## src/rtl/endstop_event_ctrl.sv

```systemverilog
// Round-robin event latch for a bank of debounce channels, with a sticky motion-stop flag.
// Optional capture timestamp counter is built only when ENDSTOP_TIMESTAMP_EN is defined.
module endstop_event_ctrl #(
    parameter int NCH = 4,
    parameter int CW  = 2
) (
    input  logic             clk,
    input  logic             reset,
    input  logic [NCH-1:0]   ch_value,
    input  logic [NCH-1:0]   ch_changed,
    input  logic [8*NCH-1:0] ch_cycles,
    output logic [NCH-1:0]   ch_unlock,
    input  logic [NCH-1:0]   ev_enable,
    input  logic [NCH-1:0]   stop_mask,
    input  logic             stop_clear,
    output logic             ev_valid,
    output logic [CW-1:0]    ev_channel,
    output logic             ev_value,
    output logic [7:0]       ev_cycles,
    output logic [31:0]      ev_timestamp,
    input  logic             ev_ack,
    output logic             irq,
    output logic             stop_out
);
    typedef enum logic [1:0] {IDLE, HOLD, UNLOCK, SETTLE} state_t;

    state_t          state_reg, state_next;
    logic [CW-1:0]   ptr_reg, ptr_next;
    logic            ev_valid_reg, ev_valid_next;
    logic [CW-1:0]   ev_channel_reg, ev_channel_next;
    logic            ev_value_reg, ev_value_next;
    logic [7:0]      ev_cycles_reg, ev_cycles_next;
    logic            stop_reg, stop_next;

    logic [NCH-1:0]  pending;
    logic [NCH-1:0]  at_or_above;
    logic [NCH-1:0]  pending_upper;
    logic [CW-1:0]   grant_idx;
    logic            grant_take;
    logic [7:0]      cycles_arr [NCH];

    assign pending       = ch_changed & ev_enable;
    assign pending_upper = pending & at_or_above;

    generate
        for (genvar gi = 0; gi < NCH; gi++) begin : g_chan
            assign at_or_above[gi] = (CW'(gi) >= ptr_reg);
            assign cycles_arr[gi]  = ch_cycles[8*gi +: 8];
            assign ch_unlock[gi]   = (state_reg == UNLOCK) && (ev_channel_reg == CW'(gi));
        end
    endgenerate

    function automatic logic [CW-1:0] lowest_set(input logic [NCH-1:0] v);
        lowest_set = '0;
        for (int i = NCH - 1; i >= 0; i--) begin
            if (v[i]) lowest_set = CW'(i);
        end
    endfunction

    // Wrap-around search: prefer pending channels at or above the pointer, else restart from 0.
    assign grant_idx  = (|pending_upper) ? lowest_set(pending_upper) : lowest_set(pending);
    assign grant_take = (state_reg == IDLE) && (|pending);

    always_comb begin
        state_next      = state_reg;
        ptr_next        = ptr_reg;
        ev_valid_next   = ev_valid_reg;
        ev_channel_next = ev_channel_reg;
        ev_value_next   = ev_value_reg;
        ev_cycles_next  = ev_cycles_reg;
        case (state_reg)
            IDLE: begin
                if (grant_take) begin
                    ev_channel_next = grant_idx;
                    ev_value_next   = ch_value[grant_idx];
                    ev_cycles_next  = cycles_arr[grant_idx];
                    ev_valid_next   = 1'b1;
                    state_next      = HOLD;
                end
            end
            HOLD: begin
                if (ev_ack) begin
                    ev_valid_next = 1'b0;
                    state_next    = UNLOCK;
                end
            end
            UNLOCK: begin
                ptr_next   = (ev_channel_reg == CW'(NCH - 1)) ? '0 : ev_channel_reg + CW'(1);
                state_next = SETTLE;
            end
            SETTLE: state_next = IDLE;
            default: state_next = IDLE;
        endcase
    end

    // Set term is ORed last so a fresh qualifying change beats a simultaneous clear.
    assign stop_next = (stop_reg & ~stop_clear) | (|(ch_changed & ch_value & stop_mask));

    always_ff @(posedge clk) begin
        if (reset) begin
            state_reg      <= IDLE;
            ptr_reg        <= '0;
            ev_valid_reg   <= 1'b0;
            ev_channel_reg <= '0;
            ev_value_reg   <= 1'b0;
            ev_cycles_reg  <= '0;
            stop_reg       <= 1'b0;
        end else begin
            state_reg      <= state_next;
            ptr_reg        <= ptr_next;
            ev_valid_reg   <= ev_valid_next;
            ev_channel_reg <= ev_channel_next;
            ev_value_reg   <= ev_value_next;
            ev_cycles_reg  <= ev_cycles_next;
            stop_reg       <= stop_next;
        end
    end

`ifdef ENDSTOP_TIMESTAMP_EN
    logic [31:0] ts_count_reg;
    logic [31:0] ev_timestamp_reg;

    always_ff @(posedge clk) begin
        if (reset) begin
            ts_count_reg     <= '0;
            ev_timestamp_reg <= '0;
        end else begin
            ts_count_reg <= ts_count_reg + 32'd1;
            if (grant_take) ev_timestamp_reg <= ts_count_reg;
        end
    end

    assign ev_timestamp = ev_timestamp_reg;
`else
    assign ev_timestamp = '0;
`endif

    assign ev_valid   = ev_valid_reg;
    assign ev_channel = ev_channel_reg;
    assign ev_value   = ev_value_reg;
    assign ev_cycles  = ev_cycles_reg;
    assign stop_out   = stop_reg;
    assign irq        = ev_valid_reg | stop_reg;
endmodule

```

## config.mk

```make
export PLATFORM = sky130hd
export DESIGN_NAME = endstop_event_ctrl
export DESIGN_NICKNAME = d
export VERILOG_FILES = /design/src/rtl/endstop_event_ctrl.sv
export SDC_FILE = /design/constraint.sdc
export NUM_CORES = 1
export LEC_CHECK = 0
export CORE_UTILIZATION = 40
export DETAILED_ROUTE_END_ITERATION = 8
export PLACE_DENSITY = 0.79
export SLEW_MARGIN = 20
export SYNTH_ARGS = -nofsm -noshare
export SYNTH_HDL_FRONTEND = slang
export SYNTH_SLANG_ARGS = --single-unit
```

## constraint.sdc

```tcl
create_clock -name clk -period 3.09 [get_ports clk]
set_input_delay 0.618 -clock clk [delete_from_list [all_inputs] [get_ports clk]]
set_output_delay 0.618 -clock clk [all_outputs]
set_load 0.1 [all_outputs]
```

==> flow_summary.yaml, run 1 <==
global_route:
  overflow: 0
  grt_max_degree: 39
  grt_pass1_vias: 1847
  antenna_found_initial: 0
  grt_pass1_wl_mm: 9.21
  grt_usage: 0.212
timing:
  min_period_over_period: 0.799
  slew_headroom: 0.333
  setup_viol: 0
  max_clock_freq_ghz: 0.405
  period_needed_ns: 2.47
  worst_pin_slew_ns: 1.00
  rsz0062_at_grt: "no"
  slew_viol_final: 0
  fin_skew_ns: 0.00158
  fin_tns_setup_ns: 0
  hold_viol: 0
synth:
  netlist_top_cells_area: "dfxtp_1 (16%), buf_4 (11%), a21bo_2 (8.5%), a311oi_1 (7.5%), a21boi_0 (6.4%)"
  ys_seq_elements: 17
  syn_area_per_cell_um2: 8.44
  synth_area_mm2: 0.00211
  synth_warnings: 0
  ys_seq_area_frac: 0.161
  synth.distinct_cells: 40
  synth_top_cell_by_area: "dfxtp_1"
  yosysTopAreaCellShare: 0.161
  postSynthCellCount: 250
critical_path:
  timing.rr.end: "ev_cycles[1]$_SDFFE_PP0P_"
  crit_buf_inv: 1
  path_max_fanout: 19
  reg2reg_from: "ptr_reg[1]$_SDFFE_PP0P_"
  reg2reg_slack_ns: 1.11
  path_class: "input port to flip-flop"
  critPathCaptureType: "flip-flop"
  r2r_cells: 5
  cp_top_family: "compound AO/OA/AOI/OAI gates"
  crit_path_start_kind: "input port"
  slowest_stage: "a311o_1"
  worstPathArrival_ns: 2.63
  path_cells: "clkdlybuf4s50_1 > and3b_1 > a311o_1 > a211oi_1 > o221ai_1"
  cpPeakStageDelay_ns: 0.79
  crit_required_ns: 3.26
detailed_routing:
  num_vias: 2138
  initialDrtViolationCount: 223
  antenna_left: 0
  finalWirelength_mm: 5.99
  wl_per_cell_um: 15.9
  viasPerCell: 5.67
  route.detailed.drc: 0
  drtPass1Iterations: 4
power_and_ir_drop:
  ir_worst_vdd_mv: 0.566
  fin_total_pwr_mw: 1.67
  leakagePower_nw: 1.11
  power_density_mw_per_mm2: 620
flow_run:
  max-cap-violations: 0
clock_network:
  cts_root_buf: "clkbuf_8"
  cts_buffers: 3
  clock-sinks: 17
  tritoncts: "done"
  cts_buffer_depth: 2
  cts_hold_buf: 0
  path_clk_slew_ns: 0.06
  worstSkewPairLatency_ns: 0.25
  h-tree-depth: 1
  cts_setup_buffers: 0
  ctsResizeCount: 0
cells_and_area:
  area_growth_pct: 27.9
  final_cell_mix: "clkdlybuf4s50_1 (51), conb_1 (32), buf_4 (28)"
  final_common_cell: "clkdlybuf4s50_1"
  nNetsFinal: 368
  drive_gt1_frac: 0.192
  largest_register_ff_count: 8
  antenna_cells: 0
place:
  hpwlAfterDp_mm: 4.32
  gp_congestion: 0.822
  numPortBuffers: 69
worst_hold_path:
  min_path_type: "flip-flop to flip-flop"
  hold_end: "ev_cycles[7]$_SDFFE_PP0P_"
  hold_depth: 2
  hold_start: "ev_cycles[7]$_SDFFE_PP0P_"
floorplan:
  dieArea_mm2: 0.00557
  start_util: 0.413
  fp.dieW_um: 74.6
  core_area_mm2: 0.00511
  std_cell_rows: 26
  die_h_um: 74.6
  pin_count: 102
status:
  status: "finished, final reports clean"
## logic make-up (layout without fill, tap and decap cells)
group,Yosys count,count (layout),synth area share
buf+inv,64,90,0.193
flops,17,17,0.161
fa+ha+maj,8,8,0.0474
simple gates,57,57,0.168
compound gates,100,100,0.414
mux,3,3,0.0142
other cells,1,32,0.00178
## cell type report
class / count / area (um2)
sequential: 17 / 340
clock buffer: 4 / 45.0
multi-input combinational: 200 / 1480
timing repair buffer: 79 / 721
tap: 70 / 87.6
inverter: 7 / 26.3
fill: 490 / 2410
## how the worst max path moves through the flow
stage,start,end,slack (ns),depth (start not counted)
floorplan,ev_channel[0]$_SDFFE_PP0P_,ch_unlock[3],0.42,2
global placement,ch_changed[0],ev_cycles[2]$_SDFFE_PP0P_,0.49,5
detailed placement,ch_changed[2],ev_cycles[1]$_SDFFE_PP0P_,0.44,5
CTS,ch_changed[2],ev_cycles[4]$_SDFFE_PP0P_,0.71,5
global route,ch_changed[2],ev_cycles[2]$_SDFFE_PP0P_,0.51,5
finish,ch_changed[2],ev_cycles[0]$_SDFFE_PP0P_,0.62,5
## report_power, final
group          internal (mW)  leakage (nW)  switching [mW]
sequential             0.282         0.140          0.0563
combinational          0.316         0.952           0.855
clock                 0.0915        0.0228          0.0741
total                  0.689          1.11           0.986
## cells in the mapped netlist
cell type and count:
a211oi_1 11, a211oi_2 9, a21bo_2 18, a21boi_0 18, a21boi_1 1, a21oi_1 2
a22o_1 2, a22oi_1 2, a311o_1 2, a311oi_1 18, a31o_1 1, a31oi_1 2
a32oi_1 3, and2_1 6, and2b_1 1, and3_1 19, and3b_1 1, buf_1 1
buf_12 1, buf_2 7, buf_4 32, buf_6 3, clkbuf_1 13, conb_1 1
dfxtp_1 17, ha_1 8, inv_1 7, mux2i_1 3, nand2_1 4, nand3_1 2
nand3b_1 11, nand4_1 1, nand4b_1 2, nand4bb_1 1, nor2_1 7, o21ai_0 1
o21ai_1 1, o221ai_1 9, or2_2 1, or3_1 1
## metal layers
| layer | share of wire | vias to the layer above | global-route usage |
|---|---|---|---|
| li1 | - | 1010 | - |
| met1 | 0.45 | 1002 | 0.317 |
| met2 | 0.46 | 120 | 0.327 |
| met3 | 0.083 | 6 | 0.0308 |
| met4 | 0.0095 | 0 | 0.0377 |
| met5 | 0 | - | 0 |
## worst reg2reg max path: stages, from the launching register on
cell and delay (ns):
dfxtp_1 0.40, nand4bb_1 0.16, buf_4 0.29, a21boi_1 0.29, nand4_1 0.41, o221ai_1 0.34
## per-stage QoR
stage                     hold slack [ns]  cells  instance area [um2]  utilization  setup WS (ns)
after floorplan                     0.483    281                 2230            -          0.422
after global placement              0.502    373                 2650        0.520          0.488
after detailed placement            0.506    373                 2650        0.520          0.441
after CTS                           0.531    377                 2700        0.528          0.706
after global routing                0.561    377                 2700        0.528          0.513
final                               0.524    377                 2700        0.528          0.622
No activity file was read; power rests on OpenSTA's default activity.
==> inputs of run 2 (changes only) <==
--- a/config.mk
+++ b/config.mk
@@ -5,7 +5,7 @@
 export SDC_FILE = /design/constraint.sdc
 export NUM_CORES = 1
 export LEC_CHECK = 0
-export CORE_UTILIZATION = 40
+export CORE_UTILIZATION = 38
 export DETAILED_ROUTE_END_ITERATION = 8
 export PLACE_DENSITY = 0.79
 export SLEW_MARGIN = 20
==> constraint.sdc (replaced) <==
create_clock -name clk -period 2.1 [get_ports clk]
set_input_delay 0.42 -clock clk [delete_from_list [all_inputs] [get_ports clk]]
set_output_delay 0.42 -clock clk [all_outputs]
set_load 0.1 [all_outputs]
==> run 2 against run 1 <==
Against the previous run: hold slack got worse by 0.027 ns; wire length increased by 3.8%; sequential power increased by 46%; sequential share of layout area decreased by 0.84 points; highest routed layer unchanged; first-iteration DRC count unchanged; via count increased by 1.2%; count of clock-buffer cells in the layout unchanged; cell count increased by 4.8%; critical path depth increased by 1; die area increased by 5.1%.
==> flow_summary.yaml, run 2 (same netlist as run 1, synthesis figures left out) <==
detailed_routing:
  num_vias: 2164
  viasPerCell: 5.48
  antenna_left: 0
  drtPass1Iterations: 4
  route.detailed.drc: 0
  finalWirelength_mm: 6.22
  initialDrtViolationCount: 223
  wl_per_cell_um: 15.8
floorplan:
  fp.dieW_um: 76.5
  dieArea_mm2: 0.00586
  core_area_mm2: 0.00524
  std_cell_rows: 26
  die_h_um: 76.5
  pin_count: 102
  start_util: 0.403
clock_network:
  path_clk_slew_ns: 0.07
  ctsResizeCount: 0
  tritoncts: "done"
  cts_buffers: 3
  cts_hold_buf: 0
  cts_setup_buffers: 0
  worstSkewPairLatency_ns: 0.26
  clock-sinks: 17
  cts_buffer_depth: 2
  h-tree-depth: 1
  cts_root_buf: "clkbuf_8"
global_route:
  overflow: 0
  grt_max_degree: 38
  grt_pass1_vias: 2067
  antenna_found_initial: 0
  grt_pass1_wl_mm: 10.1
  grt_usage: 0.209
place:
  place_area_mm2: 0.00287
  gp_congestion: 0.902
  dpl.cell_count: 391
  hpwlAfterDp_mm: 4.62
  place_ws_ns: -0.168
  numPortBuffers: 69
critical_path:
  critPathCaptureType: "flip-flop"
  cpPeakStageDelay_ns: 0.52
  worstPathArrival_ns: 2.14
  crit_path_start_kind: "input port"
  path_cells: "clkdlybuf4s50_1 > nand3_1 > a311o_1 > buf_12 > a211oi_1 > o221ai_1"
  path_max_fanout: 19
  path_class: "input port to flip-flop"
  crit_required_ns: 2.23
  slowest_stage: "clkdlybuf4s50_1"
timing:
  fin_skew_ns: 0.00252
  setup_viol: 0
  slew_viol_final: 0
  min_period_over_period: 0.961
  period_needed_ns: 2.02
  setup_ws_ns: 0.0829
  max_clock_freq_ghz: 0.496
  rsz0062_at_grt: "no"
  hold_viol: 0
cells_and_area:
  largest_register_ff_count: 8
  num-fill-cells: 500
  final_cell_mix: "clkdlybuf4s50_1 (51), buf_4 (40), conb_1 (32)"
  regArea_um2: 343
  stdcell_count: 395
  drive_gt1_frac: 0.246
  area_growth_pct: 38.0
  multiInputGateArea_mm2: 0.00148
  antenna_cells: 0
  nNetsFinal: 386
  fin_area_mm2: 0.00291
  final_common_cell: "clkdlybuf4s50_1"
status:
  status: "finished, final reports clean"
power_and_ir_drop:
  power_density_mw_per_mm2: 878
  leakagePower_nw: 1.22
  ir_worst_vdd_mv: 0.715
worst_hold_path:
  min_path_type: "flip-flop to flip-flop"
flow_run:
  max-cap-violations: 0
## run 2: cell types whose count changed in the layout (fill, tap and decap cells not counted), sizes merged
| cell | change |
|---|---|
| buf | +18 |
## run 2: layout make-up
cell class	count	share of cell area
multi-input combinational	200	0.508
inverter	7	0.00902
clock buffer	4	0.0155
sequential	17	0.118
timing repair buffer	97	0.320
tap	70	0.0301
## run 2: per-layer routing
| layer | track usage | wire, um | vias to the layer above |
|---|---|---|---|
| met1 | 0.289 | 2820 | 987 |
| met5 | 0 | 0 | - |
| met4 | 0.0538 | 121 | 0 |
| met2 | 0.334 | 2850 | 111 |
| li1 | - | - | 1050 |
| met3 | 0.0335 | 428 | 16 |
## run 2: final timing paths
kind / start / to / slack (ns) / cells past startpoint
max: ch_changed[0] / ev_cycles[2]$_SDFFE_PP0P_ / 0.08 / 6
min: ev_channel[1]$_SDFFE_PP0P_ / ev_channel[1]$_SDFFE_PP0P_ / 0.50 / 2
max reg2reg: ptr_reg[1]$_SDFFE_PP0P_ / ev_cycles[2]$_SDFFE_PP0P_ / 0.32 / 5
min reg2reg: ev_channel[1]$_SDFFE_PP0P_ / ev_channel[1]$_SDFFE_PP0P_ / 0.50 / 2
## run 2: through the flow
step / setup TNS, ns / power (mW) / hold slack (ns) / util
6_report: 0 / 2.56 / 0.496 / 0.556
5_1_grt: 0 / 2.67 / 0.531 / 0.556
4_1_cts: 0 / 2.55 / 0.497 / 0.556
3_5_place_dp: -1.19 / 2.30 / 0.487 / 0.548
3_3_place_gp: -0.851 / 2.27 / 0.484 / 0.548
2_1_floorplan: 0 / 1.90 / 0.483 / -
## run 2: critical path, delay by kind of cell
family | cells | cell delay [ns]
compound gates | 3 | 0.90
buf+inv | 2 | 0.69
simple gates | 1 | 0.13
## run 2: power breakdown
part,switching [mW],internal (mW)
clock,0.124,0.135
combinational,1.28,0.525
sequential,0.0784,0.415
